$ cat config.mk
export PLATFORM = sky130hd
export DESIGN_NAME = fetch_queue_flat
export DESIGN_NICKNAME = d
export VERILOG_FILES = /design/src/rtl/cpu_pkg.sv /design/src/rtl/fetch_queue_if.sv /design/src/rtl/fetch_queue_btb.sv /design/src/rtl/fetch_queue.sv /design/src/flat_wrapper.sv
export SDC_FILE = /design/constraint.sdc
export NUM_CORES = 2
export LEC_CHECK = 0
export ABC_AREA = 1
export BUFFER_PORTS_ARGS = -buffer_cell sky130_fd_sc_hd__buf_4
export CELL_PAD_IN_SITES_DETAIL_PLACEMENT = 1
export CELL_PAD_IN_SITES_GLOBAL_PLACEMENT = 2
export CORE_MARGIN = 1.5
export CORE_UTILIZATION = 43
export DETAILED_ROUTE_END_ITERATION = 8
export PLACE_DENSITY_LB_ADDON = 0.15
export SLEW_MARGIN = 20
export SYNTH_ARGS = -nofsm -noshare
export SYNTH_HDL_FRONTEND = slang
export SYNTH_SLANG_ARGS = --single-unit
$ cat constraint.sdc
create_clock -name clk -period 4.9 [get_ports clk]
set_input_delay 0.49 -clock clk [delete_from_list [all_inputs] [get_ports clk]]
set_output_delay 0.49 -clock clk [all_outputs]
set_load 0.01 [all_outputs]
$ cat src/rtl/cpu_pkg.sv
// Shared fetch-side types: queue/BTB defaults, BTB entry layout, queue entry layout
// and the 2-bit saturating counter trainer.
package cpu_pkg;
    localparam int FQ_DEPTH_DEF    = 4;
    localparam int BTB_ENTRIES_DEF = 64;
    // Wide enough for the smallest legal BTB; unused upper tag bits stay zero.
    localparam int BTB_TAG_W       = 15;

    typedef struct packed {
        logic                 valid;
        logic [BTB_TAG_W-1:0] tag;
        logic [15:0]          target;
        logic [1:0]           ctr;
    } btb_entry_t;

    typedef struct packed {
        logic [15:0] pc;
        logic [15:0] instr;
        logic [15:0] pred;
    } fq_entry_t;

    function automatic logic [1:0] ctr_train(input logic [1:0] ctr, input logic taken);
        logic [1:0] res;
        if (taken) begin
            res = (ctr == 2'd3) ? 2'd3 : ctr + 2'd1;
        end else begin
            res = (ctr == 2'd0) ? 2'd0 : ctr - 2'd1;
        end
        return res;
    endfunction
endpackage

$ cat src/rtl/fetch_queue_if.sv
// Fetch-side bus: instruction memory port, decode handshake, redirect and BTB training.
interface fetch_queue_if;
    logic [14:0] imem_raddr;
    logic [15:0] imem_rdata;
    logic        out_valid;
    logic        out_ready;
    logic [15:0] out_pc;
    logic [15:0] out_instr;
    logic [15:0] out_pred_pc;
    logic        redirect;
    logic [15:0] redirect_pc;
    logic        upd_en;
    logic [15:0] upd_pc;
    logic        upd_taken;
    logic [15:0] upd_target;

    modport master (
        output imem_raddr,
        input  imem_rdata,
        output out_valid,
        input  out_ready,
        output out_pc,
        output out_instr,
        output out_pred_pc,
        input  redirect,
        input  redirect_pc,
        input  upd_en,
        input  upd_pc,
        input  upd_taken,
        input  upd_target
    );

    modport slave (
        input  imem_raddr,
        output imem_rdata,
        input  out_valid,
        output out_ready,
        input  out_pc,
        input  out_instr,
        input  out_pred_pc,
        output redirect,
        output redirect_pc,
        output upd_en,
        output upd_pc,
        output upd_taken,
        output upd_target
    );
endinterface

$ cat src/rtl/fetch_queue_btb.sv
// Direct-mapped branch target buffer: combinational lookup port, edge-applied update port.
module btb
    import cpu_pkg::*;
#(
    parameter int BTB_ENTRIES = BTB_ENTRIES_DEF
) (
    input  logic        clk,
    input  logic        rst_n,
    input  logic [15:0] i_lk_pc,
    output logic        o_lk_taken,
    output logic [15:0] o_lk_target,
    input  logic        i_upd_en,
    input  logic [15:0] i_upd_pc,
    input  logic        i_upd_taken,
    input  logic [15:0] i_upd_target
);
    localparam int IDX_W = $clog2(BTB_ENTRIES);

    logic [BTB_ENTRIES-1:0] r_valid;
    logic [BTB_TAG_W-1:0]   r_tag    [BTB_ENTRIES];
    logic [15:0]            r_target [BTB_ENTRIES];
    logic [1:0]             r_ctr    [BTB_ENTRIES];

    logic [IDX_W-1:0]     w_lk_idx;
    logic [IDX_W-1:0]     w_up_idx;
    logic [BTB_TAG_W-1:0] w_lk_tag;
    logic [BTB_TAG_W-1:0] w_up_tag;
    btb_entry_t           w_lk_ent;
    logic                 w_up_hit;
    logic [1:0]           w_up_ctr;

    assign w_lk_idx = i_lk_pc[IDX_W:1];
    assign w_up_idx = i_upd_pc[IDX_W:1];
    assign w_lk_tag = BTB_TAG_W'(i_lk_pc >> (IDX_W + 1));
    assign w_up_tag = BTB_TAG_W'(i_upd_pc >> (IDX_W + 1));

    // Lookup: predict taken only on a tag hit with a counter in the taken half.
    always_comb begin
        w_lk_ent    = '{valid:  r_valid[w_lk_idx],
                        tag:    r_tag[w_lk_idx],
                        target: r_target[w_lk_idx],
                        ctr:    r_ctr[w_lk_idx]};
        o_lk_taken  = w_lk_ent.valid && (w_lk_ent.tag == w_lk_tag) && w_lk_ent.ctr[1];
        o_lk_target = w_lk_ent.target;
    end

    // Training: hits move the counter, misses allocate a fresh weak entry.
    always_comb begin
        w_up_hit = r_valid[w_up_idx] && (r_tag[w_up_idx] == w_up_tag);
        if (w_up_hit) begin
            w_up_ctr = ctr_train(r_ctr[w_up_idx], i_upd_taken);
        end else if (i_upd_taken) begin
            w_up_ctr = 2'd2;
        end else begin
            w_up_ctr = 2'd1;
        end
    end

    // Valid bits are the only reset BTB state.
    always_ff @(posedge clk or negedge rst_n) begin
        if (!rst_n) begin
            r_valid <= '0;
        end else if (i_upd_en) begin
            r_valid[w_up_idx] <= 1'b1;
        end
    end

    // Tag/target/counter storage; a not-taken hit keeps its old target.
    always_ff @(posedge clk) begin
        if (i_upd_en) begin
            r_tag[w_up_idx] <= w_up_tag;
            r_ctr[w_up_idx] <= w_up_ctr;
            if (!w_up_hit || i_upd_taken) begin
                r_target[w_up_idx] <= i_upd_target;
            end
        end
    end
endmodule

$ cat src/rtl/fetch_queue.sv
// Instruction fetch: PC register, single in-flight fetch slot, BTB-predicted next PC
// and a small instruction queue feeding decode.
module fetch_queue
    import cpu_pkg::*;
#(
    parameter int FQ_DEPTH    = FQ_DEPTH_DEF,
    parameter int BTB_ENTRIES = BTB_ENTRIES_DEF
) (
    input  logic          clk,
    input  logic          rst_n,
    fetch_queue_if.master bus
);
    localparam int               PTR_W   = $clog2(FQ_DEPTH);
    localparam logic [PTR_W:0]   DEPTH_C = FQ_DEPTH[PTR_W:0];

    logic [15:0]      r_pc;
    logic             r_inf_valid;
    logic [15:0]      r_inf_pc;
    logic [15:0]      r_inf_pred;
    fq_entry_t        r_q [FQ_DEPTH];
    logic [PTR_W-1:0] r_head;
    logic [PTR_W-1:0] r_tail;
    logic [PTR_W:0]   r_count;

    logic             w_btb_taken;
    logic [15:0]      w_btb_target;
    logic [15:0]      w_pred;
    logic [PTR_W:0]   w_occ;
    logic             w_issue;
    logic             w_push;
    logic             w_pop;
    logic             w_has_head;
    fq_entry_t        w_head;

    btb #(
        .BTB_ENTRIES (BTB_ENTRIES)
    ) u_btb (
        .clk          (clk),
        .rst_n        (rst_n),
        .i_lk_pc      (r_pc),
        .o_lk_taken   (w_btb_taken),
        .o_lk_target  (w_btb_target),
        .i_upd_en     (bus.upd_en),
        .i_upd_pc     (bus.upd_pc),
        .i_upd_taken  (bus.upd_taken),
        .i_upd_target (bus.upd_target)
    );

    assign bus.imem_raddr = r_pc[15:1];
    assign w_pred         = w_btb_taken ? w_btb_target : r_pc + 16'd2;
    // The in-flight fetch already owns a queue slot, so it counts toward occupancy.
    assign w_occ          = r_count + {{PTR_W{1'b0}}, r_inf_valid};
    assign w_issue        = !bus.redirect && (w_occ < DEPTH_C);
    assign w_push         = r_inf_valid && !bus.redirect;
    assign w_has_head     = (r_count != '0);
    assign w_pop          = w_has_head && bus.out_ready && !bus.redirect;

    // PC, in-flight slot and queue bookkeeping; redirect overrides everything.
    always_ff @(posedge clk or negedge rst_n) begin
        if (!rst_n) begin
            r_pc        <= 16'h0000;
            r_inf_valid <= 1'b0;
            r_inf_pc    <= 16'h0000;
            r_inf_pred  <= 16'h0000;
            r_head      <= '0;
            r_tail      <= '0;
            r_count     <= '0;
        end else if (bus.redirect) begin
            r_pc        <= bus.redirect_pc;
            r_inf_valid <= 1'b0;
            r_head      <= '0;
            r_tail      <= '0;
            r_count     <= '0;
        end else begin
            r_inf_valid <= w_issue;
            if (w_issue) begin
                r_pc       <= w_pred;
                r_inf_pc   <= r_pc;
                r_inf_pred <= w_pred;
            end
            if (w_push) begin
                r_tail <= r_tail + PTR_W'(1'b1);
            end
            if (w_pop) begin
                r_head <= r_head + PTR_W'(1'b1);
            end
            case ({w_push, w_pop})
                2'b10:   r_count <= r_count + {{PTR_W{1'b0}}, 1'b1};
                2'b01:   r_count <= r_count - {{PTR_W{1'b0}}, 1'b1};
                default: r_count <= r_count;
            endcase
        end
    end

    // Queue storage; emptiness is tracked by r_count so entries need no reset.
    always_ff @(posedge clk) begin
        if (w_push) begin
            r_q[r_tail] <= '{pc: r_inf_pc, instr: bus.imem_rdata, pred: r_inf_pred};
        end
    end

    // Head presentation, forced to zero whenever the queue is empty.
    always_comb begin
        w_head        = r_q[r_head];
        bus.out_valid = w_has_head;
        if (w_has_head) begin
            bus.out_pc      = w_head.pc;
            bus.out_instr   = w_head.instr;
            bus.out_pred_pc = w_head.pred;
        end else begin
            bus.out_pc      = 16'h0000;
            bus.out_instr   = 16'h0000;
            bus.out_pred_pc = 16'h0000;
        end
    end
endmodule

$ cat src/flat_wrapper.sv
// flat-port wrapper written by rule: the top's interface ports become plain ports
module fetch_queue_flat import cpu_pkg::*;
#(
    parameter int FQ_DEPTH    = FQ_DEPTH_DEF,
    parameter int BTB_ENTRIES = BTB_ENTRIES_DEF
)
  (clk, rst_n, bus_imem_raddr, bus_imem_rdata, bus_out_valid, bus_out_ready, bus_out_pc, bus_out_instr, bus_out_pred_pc, bus_redirect, bus_redirect_pc, bus_upd_en, bus_upd_pc, bus_upd_taken, bus_upd_target);
  fetch_queue_if bus_i ();
  input  logic clk;
  input  logic rst_n;
  output wire logic [$bits(bus_i.imem_raddr)-1:0] bus_imem_raddr;
  input wire logic [$bits(bus_i.imem_rdata)-1:0] bus_imem_rdata;
  output wire logic [$bits(bus_i.out_valid)-1:0] bus_out_valid;
  input wire logic [$bits(bus_i.out_ready)-1:0] bus_out_ready;
  output wire logic [$bits(bus_i.out_pc)-1:0] bus_out_pc;
  output wire logic [$bits(bus_i.out_instr)-1:0] bus_out_instr;
  output wire logic [$bits(bus_i.out_pred_pc)-1:0] bus_out_pred_pc;
  input wire logic [$bits(bus_i.redirect)-1:0] bus_redirect;
  input wire logic [$bits(bus_i.redirect_pc)-1:0] bus_redirect_pc;
  input wire logic [$bits(bus_i.upd_en)-1:0] bus_upd_en;
  input wire logic [$bits(bus_i.upd_pc)-1:0] bus_upd_pc;
  input wire logic [$bits(bus_i.upd_taken)-1:0] bus_upd_taken;
  input wire logic [$bits(bus_i.upd_target)-1:0] bus_upd_target;
  assign bus_imem_raddr = bus_i.imem_raddr;
  assign bus_i.imem_rdata = bus_imem_rdata;
  assign bus_out_valid = bus_i.out_valid;
  assign bus_i.out_ready = bus_out_ready;
  assign bus_out_pc = bus_i.out_pc;
  assign bus_out_instr = bus_i.out_instr;
  assign bus_out_pred_pc = bus_i.out_pred_pc;
  assign bus_i.redirect = bus_redirect;
  assign bus_i.redirect_pc = bus_redirect_pc;
  assign bus_i.upd_en = bus_upd_en;
  assign bus_i.upd_pc = bus_upd_pc;
  assign bus_i.upd_taken = bus_upd_taken;
  assign bus_i.upd_target = bus_upd_target;
  fetch_queue #(.FQ_DEPTH(FQ_DEPTH), .BTB_ENTRIES(BTB_ENTRIES)) u_core (.clk(clk), .rst_n(rst_n), .bus(bus_i));
endmodule
# == Word level (Yosys, flattened, before mapping) ==
# Memory sizes are Yosys's and may differ from the RTL's.
# Index checks and enable logic that the tools add are counted.
# totals
ff_bits,120
ram_bits,1920
inputBits,70
out_inout_bits,64
wordCells,80
mem_count,4
# mem_list
memory,depth,width,rd,rd_clocked_by_memory_dff,wr,line_no,text
u_core.u_btb.r_target,64,16,1,0,1,fetch_queue_btb.sv:21,logic [15:0] r_target [BTB_ENTRIES];
u_core.u_btb.r_tag,64,9,2,0,1,fetch_queue_btb.sv:20,logic [BTB_TAG_W-1:0] r_tag [BTB_ENTRIES];
u_core.r_q,4,48,1,0,1,fetch_queue.sv:20,fq_entry_t r_q [FQ_DEPTH];
u_core.u_btb.r_ctr,64,2,2,0,1,fetch_queue_btb.sv:22,logic [1:0] r_ctr [BTB_ENTRIES];
# op_classes
addsub,8
order_cmp,4
eq_ne,5
muxes,31
bitwise_logic,2
reduce_logical,18
# op_table
cell,n
2-to-1 mux 16 bit,6
OR 64 bit,1
== test 15 x 9 -> 1 bit,2
2-to-1 mux 2 bit,9
adder 16 x 2 -> 16 bit (second input constant),1
< comparator 6 x 7 -> 1 bit (second input constant),2
binary-select mux 1 bit (select 6 bit),2
2-to-1 mux 1 bit,11
logical AND 1 bit,8
adder 2 x 1 -> 2 bit (second input constant),3
demux 1 bit (select 6 bit),1
>= comparator 6 x 1 -> 1 bit (second input constant),1
one-hot mux 3 bit (2 select lines),1
nonzero test 2 bit,3
nonzero test 3 bit,2
== test 2 bit (second input constant),2
adder 3 x 1 -> 3 bit,1
adder 3 x 1 -> 3 bit (second input constant),1
< comparator 3 bit (second input constant),1
2-to-1 mux 3 bit,1
subtractor 3 x 1 -> 3 bit (second input constant),1
== test 2 x 1 -> 1 bit (second input constant),1
logical NOT 1 bit,2
logical NOT 2 bit,1
4 further kinds,4

# == Longest topological paths before layout ==
# depth
word_depth,8
ltp_mapped,24
depth_no_buf,21

# == By module ==
# Synthesis repeated with hierarchy kept, for this count alone.
# hier_totals
hier_cells,8666
area_unflattened_um2,89903.7
# by_module_without_submodules
mod,instances,cells_each,area_per_inst_um2,seq_area_each_um2
btb,1,7689,79429.9,53491.3
fetch_queue,1,977,10473.8,7166.9

# == Worst setup path after synthesis ==
# No wires, ideal clock.
# synth_timing
path_type,input -> register
from,in bus_upd_pc[2]
to,mem u_core.u_btb.r_ctr[0][0] (data pin)
setup_ns,0.499
arrival_ns,3.857
required_ns,4.401
path_slack_ns,0.544
stages,19
n_path_buf,4
path_cell_list,inv_2 buf_2 nand3_2 inv_1 clkbuf_1 a22oi_1 nand3_1 nand2_1 nand2_1 nor2_1 nand2_1 nor2_1 nor2_1 nand3_1 nor2_1 buf_4 buf_4 nor2_1 nor2_1
# synth_between
elab_chain_cells,5
elab_cells_between_ends,14
classes_between,add/sub (2); eq/ne (2); mux (6); reduce/logical (2); memory (2)
# synth_rtl
item,line_no,text
start: declaration,flat_wrapper.sv:21,input wire logic [$bits(bus_i.upd_pc)-1:0] bus_upd_pc;
memory (64 x 2 bit),-,
subtractor 2 x 1 -> 2 bit (tied with other cells),cpu_pkg.sv:27,res = (ctr == 2'd0) ? 2'd0 : ctr - 2'd1;
"2-to-1 mux 2 bit, on equally long branches","cpu_pkg.sv:27, cpu_pkg.sv:25",
2-to-1 mux 2 bit,cpu_pkg.sv:24,if (taken) begin
2-to-1 mux 2 bit *,fetch_queue_btb.sv:50,if (w_up_hit) begin
net u_core.u_btb.w_up_ctr[0],fetch_queue_btb.sv:30,logic [1:0] w_up_ctr;
end: declaration,fetch_queue_btb.sv:22,
# The timed path passes the listed nets; every way through them passes the cells marked *. The select of a mux whose other input is x is not followed.

# == Final worst setup path ==
# layout_timing
from,reg u_core.r_pc[1]
to,reg u_core.r_pc[2]
# layout_between
elab_chain_cells,7
elab_cells_between_ends,12
classes_between,add/sub (1); eq/ne (1); mux (5); reduce/logical (2); memory (3)
# layout_rtl
item,line_no,text
start: declaration,fetch_queue.sv:16,logic [15:0] r_pc;
start signal: assignment,fetch_queue.sv:69,r_pc <= bus.redirect_pc;
start signal: assignment,fetch_queue.sv:77,r_pc <= w_pred;
memory (64 x 9 bit) or binary-select mux 1 bit (select 6 bit) (tied branches),-,
== test 15 x 9 -> 1 bit or 2-to-1 mux 1 bit (tied branches),"fetch_queue_btb.sv:43, fetch_queue_btb.sv:39",
logical AND 1 bit (2 in a row),fetch_queue_btb.sv:43,o_lk_taken = w_lk_ent.valid && (w_lk_ent.tag == w_lk_tag) && w_lk_ent.ctr[1];
2-to-1 mux 16 bit *,fetch_queue.sv:50,assign w_pred = w_btb_taken ? w_btb_target : r_pc + 16'd2;
2-to-1 mux 16 bit *,fetch_queue.sv:76,if (w_issue) begin
2-to-1 mux 16 bit *,fetch_queue.sv:68,end else if (bus.redirect) begin
# Mark *: on every way between the ends. The rest lies on a longest branch, timed or not. The select of a mux whose other input is x is not followed.
# A chain may end at the register's enable or synchronous reset.

==> impl_summary.log <==
[metrics] status: completed
[metrics] Remaining DRCs: 0
[metrics] post-route fraction of the period consumed by the critical path: 88.3%
[metrics] Total Wirelength: 319 mm
[metrics] startpoint type of the worst setup path: register
[metrics] post-CTS setup buffer count: 0
[metrics] final-report hold violation count: 0
[metrics] fraction of final layout cells sized beyond drive strength 1: 10.5%
[metrics] Seq/Total Area, Yosys: 68.8%
[metrics] Top FF cell, synth: sky130_fd_sc_hd__edfxtp_1
[metrics] final-layout fill cell count: 21,600
[metrics] distinct cell type count after synthesis: 40
[metrics] post-cts gate resize count: 0
[metrics] highest-count cells in the layout ignoring fill and taps: 1,920 x sky130_fd_sc_hd__edfxtp_1, 1,679 x sky130_fd_sc_hd__nand2_1, 969 x sky130_fd_sc_hd__nor2_1
[metrics] width of the die: 456 microns
[metrics] number of sinks on the clock net: 2,040
[metrics] number of warnings reported in the yosys synthesis log: 0
[metrics] post-synthesis cell count: 8,152
[metrics] met3 track demand over resource: 3.67%
[metrics] clock root buffer: sky130_fd_sc_hd__clkbuf_16
[metrics] setup repair after global routing missed its margin: no
[metrics] sum of net half-perimeters after detailed placement: 198 mm
[metrics] largest stage delay on the critical path: 0.71 ns
[metrics] number of global-route vias before repair: 65,900
[metrics] average size of a mapped cell: 10.8 sq um
[metrics] vertical die dimension: 456 microns
[metrics] CTS tree: done
[metrics] GRT Overall Usage: 30.2%
[metrics] Hold-fix buffers, CTS: 37
[metrics] maximum vdd ir drop: 0.517 mV
[metrics] class of the tightest hold or removal check: input pin to register
[metrics] later-pin clock latency in the skew report: 0.89 ns
[metrics] quantity of I/O buffers inserted on ports: 132
[metrics] effective utilization at floorplan: 43.2%
[metrics] Final Total Pwr: 53.4 mW
[metrics] worst slack at placement: 0.533 ns
[metrics] routability congestion estimate from global placement: 0.865
[metrics] path depth of the worst reg2reg path: 21
[metrics] met1 track demand over resource: 40.7%
[metrics] commonest non-fill, non-tap cell in the layout: sky130_fd_sc_hd__edfxtp_1
[metrics] cell area after synthesis: 88,200 sq um
[metrics] number of flops mapped to enable cells by yosys: 1,920
[metrics] placed cell areas: 94,400 sq um
[metrics] post-route non-filler standard cell count: 11,200
[metrics] R2R setup slack: 0.57 ns
[metrics] H-tree depth reported by CTS: 4
[metrics] met2 Track Usage GR: 50.0%
[metrics] Finished Cell Area: 102,000 sq um
[metrics] pin count of the biggest net entering global routing: 186
[metrics] buffer levels on the longest clock path: 3
[metrics] highest attainable clock frequency: 231 MHz
[metrics] total grt overflow: 0
[metrics] Crit path top cell by count: sky130_fd_sc_hd__nand2_1
[metrics] pins over their slew limit: 0
[metrics] overall die area: 208,000 sq um
[metrics] minimum clock period: 4.33 ns
[metrics] clock-pin slew on the worst setup and hold paths: 0.06 ns
[metrics] worst flop-to-flop path startpoint: u_core.r_pc[1]
[metrics] Pwr per Cell Area: 525 nW/um^2
[metrics] sort of element at the end of the critical path: register
[metrics] antenna viol nets, final: 0
[metrics] nets@finish: 8,398
[metrics] Finish-stage setup viols: 0
[metrics] detailed-route via count: 64,900
[metrics] I/O Pins: 134
[metrics] Setup crit end: u_core.r_pc[2]
[metrics] antenna violations before repair: 11
[metrics] Std-Cell Rows: 166
[metrics] transition time at the pin with the least slew margin: 0.952 ns
[metrics] number of placed instances with taps included: 10,800
[metrics] syn nets: 8,228
[metrics] wire length of the first global-routing pass: 461 mm
[metrics] growth of design area from synthesis to finish: 15.4%
[metrics] placeable core region: 204,000 sq um
[metrics] Max-cap violations: 0
[metrics] mean number of vias per cell: 5.80
[metrics] endpoint arrival time on the critical path: 5.12 ns
[metrics] Wirelength per Cell: 28.4 microns
[metrics] share of flip-flops with an asynchronous set or reset: 5.88%
[metrics] most congested layer reported by global routing: met2
[metrics] Setup Skew: 0.0529 ns
[metrics] CP Data Required Time: 5.69 ns
[metrics] timing startpoint of the critical path: u_core.r_pc[1]
[metrics] crit-path cells: buf_12 -> nand2_1 -> nand3_1 -> nand2_1 -> nand2_1 -> nand2_1 -> inv_1 -> nand2_1 -> nand2_1 -> nand2_1 -> inv_1 -> nand2_1 -> nand2_1 -> nand2_1 -> nor2_1 -> nand2_1 -> inv_1 -> nand2_1 -> nand2_1 -> nand3_1 -> nand2_1
[metrics] Max-slew headroom: 36.4%
[metrics] Iter 0 DRT Violations: 6,376
[metrics] flip-flop and latch count after synthesis: 2,040
[metrics] total negative slack for setup checks: 0 ns
[metrics] area taken by flip-flops and latches: 60,700 sq um
[metrics] slowest stage cell on the critical path: sky130_fd_sc_hd__dfrtp_4
[metrics] CP Class: register to register
[metrics] Multi-input gate area: 23,400 sq um
[metrics] leakage power of the design: 37.0 nW
[metrics] biggest fanout along the worst timing path: 109
[metrics] Worst R2R End: u_core.r_pc[2]
[metrics] Detailed Routing Iterations Pass 1: 6
[metrics] total CTS buffers: 217
[metrics] worst-case setup margin in the final layout: 0.571 ns
==> cell families (layout without fill, tap and decap cells) <==
kind of cell             Yosys count  in the layout  share of synthesized area [%]
AND/OR/NAND/NOR                 3274           3274                           15.0
flip-flops                      2040           2040                           68.8
AO/OA/AOI/OAI                   1690           1690                           10.9
buffers and inverters           1126           1486                           5.11
XOR/XNOR                          16             16                          0.159
adder cells (fa/ha/maj)            6              6                         0.0936
other                              0              4                              0
==> through the flow <==
step / hold WS [ns] / utilization (%)
6_report: 0.108 / 49.8
5_1_grt: 0.0961 / 49.8
4_1_cts: 0.0565 / 49.8
3_5_place_dp: 0.464 / 46.2
3_3_place_gp: 0.454 / 46.2
2_1_floorplan: 0.194 / -
==> cell type report <==
type | instances | share of cell area [%]
Timing Repair Buffer | 479 | 4.95
Clock inverter | 129 | 1.16
Inverter | 598 | 2.23
Clock buffer | 280 | 5.70
Multi-Input combinational cell | 4986 | 23.0
Antenna cell | 4 | 0.00984
Sequential cell | 2040 | 59.6
Tap cell | 2688 | 3.30
==> worst min-delay path by stage <==
stage,to,slack (ns),cells past startpoint,startpoint
6_report,u_core.r_pc[6],0.11,5,bus_redirect
3_3_place_gp,u_core.u_btb.r_valid[14],0.45,2,u_core.u_btb.r_valid[14]
3_5_place_dp,u_core.u_btb.r_valid[14],0.46,2,u_core.u_btb.r_valid[14]
4_1_cts,u_core.r_pc[6],0.06,5,bus_redirect
2_1_floorplan,u_core.r_count[0],0.19,0,rst_n
5_1_grt,u_core.u_btb.r_tag[10][1],0.1,1,bus_upd_pc[8]
==> sequential cells by signal, indices dropped and copies added (netlist names), 16 cells and up <==
| signal | count |
|---|---|
| u_core.u_btb.r_ctr | 128 |
| u_core.r_pc | 16 |
| u_core.u_btb.r_tag | 576 |
| u_core.u_btb.r_target | 1024 |
| u_core.r_inf_pred | 16 |
| u_core.u_btb.r_valid | 64 |
| u_core.r_q | 192 |
| u_core.r_inf_pc | 16 |
==> cells in the mapped netlist, types with 13 or more instances <==
| cell type | count | area [sq um] |
|---|---|---|
| sky130_fd_sc_hd__dfrtp_1 | 120 | 3000 |
| sky130_fd_sc_hd__edfxtp_1 | 1920 | 57700 |
| sky130_fd_sc_hd__clkbuf_1 | 309 | 1160 |
| sky130_fd_sc_hd__buf_1 | 48 | 180 |
| sky130_fd_sc_hd__nand3b_1 | 16 | 120 |
| sky130_fd_sc_hd__o211ai_1 | 100 | 751 |
| sky130_fd_sc_hd__a21oi_1 | 213 | 1070 |
| sky130_fd_sc_hd__inv_2 | 13 | 48.8 |
| sky130_fd_sc_hd__o21ai_0 | 930 | 4650 |
| sky130_fd_sc_hd__a21boi_0 | 21 | 158 |
| sky130_fd_sc_hd__nand3_1 | 490 | 2450 |
| sky130_fd_sc_hd__nor2_1 | 985 | 3700 |
| sky130_fd_sc_hd__buf_4 | 24 | 180 |
| sky130_fd_sc_hd__nand2_1 | 1679 | 6300 |
| sky130_fd_sc_hd__inv_1 | 577 | 2170 |
| sky130_fd_sc_hd__nor3_1 | 15 | 75.1 |
| sky130_fd_sc_hd__nand4_1 | 53 | 332 |
| sky130_fd_sc_hd__a22oi_1 | 39 | 293 |
| sky130_fd_sc_hd__or2_2 | 31 | 194 |
| sky130_fd_sc_hd__o22ai_1 | 250 | 1560 |
| sky130_fd_sc_hd__o21ai_1 | 15 | 75.1 |
| sky130_fd_sc_hd__xor2_1 | 14 | 123 |
| sky130_fd_sc_hd__o221ai_1 | 92 | 806 |
| sky130_fd_sc_hd__buf_2 | 146 | 731 |
==> power by group <==
part           switching [mW]  internal (mW)  total [mW]
Clock                    7.14           9.15        16.3
Combinational            12.4           4.45        16.9
Sequential              0.571           19.7        20.3
==> metal layers <==
| layer | up-vias | part of all wire [%] |
|---|---|---|
| met4 | 4 | 4.2 |
| met2 | 2089 | 48 |
| met1 | 33500 | 42 |
| li1 | 28900 | - |
| met5 | - | 0.0069 |
| met3 | 521 | 5.6 |
==> worst max-delay path, delay by kind of cell (launching register included) <==
family,cells,cell delay [ns]
DFF,1,0.71
buffers and inverters,4,0.93
and+or+nand+nor,17,2.30
Power figures use the tool's default switching activity.
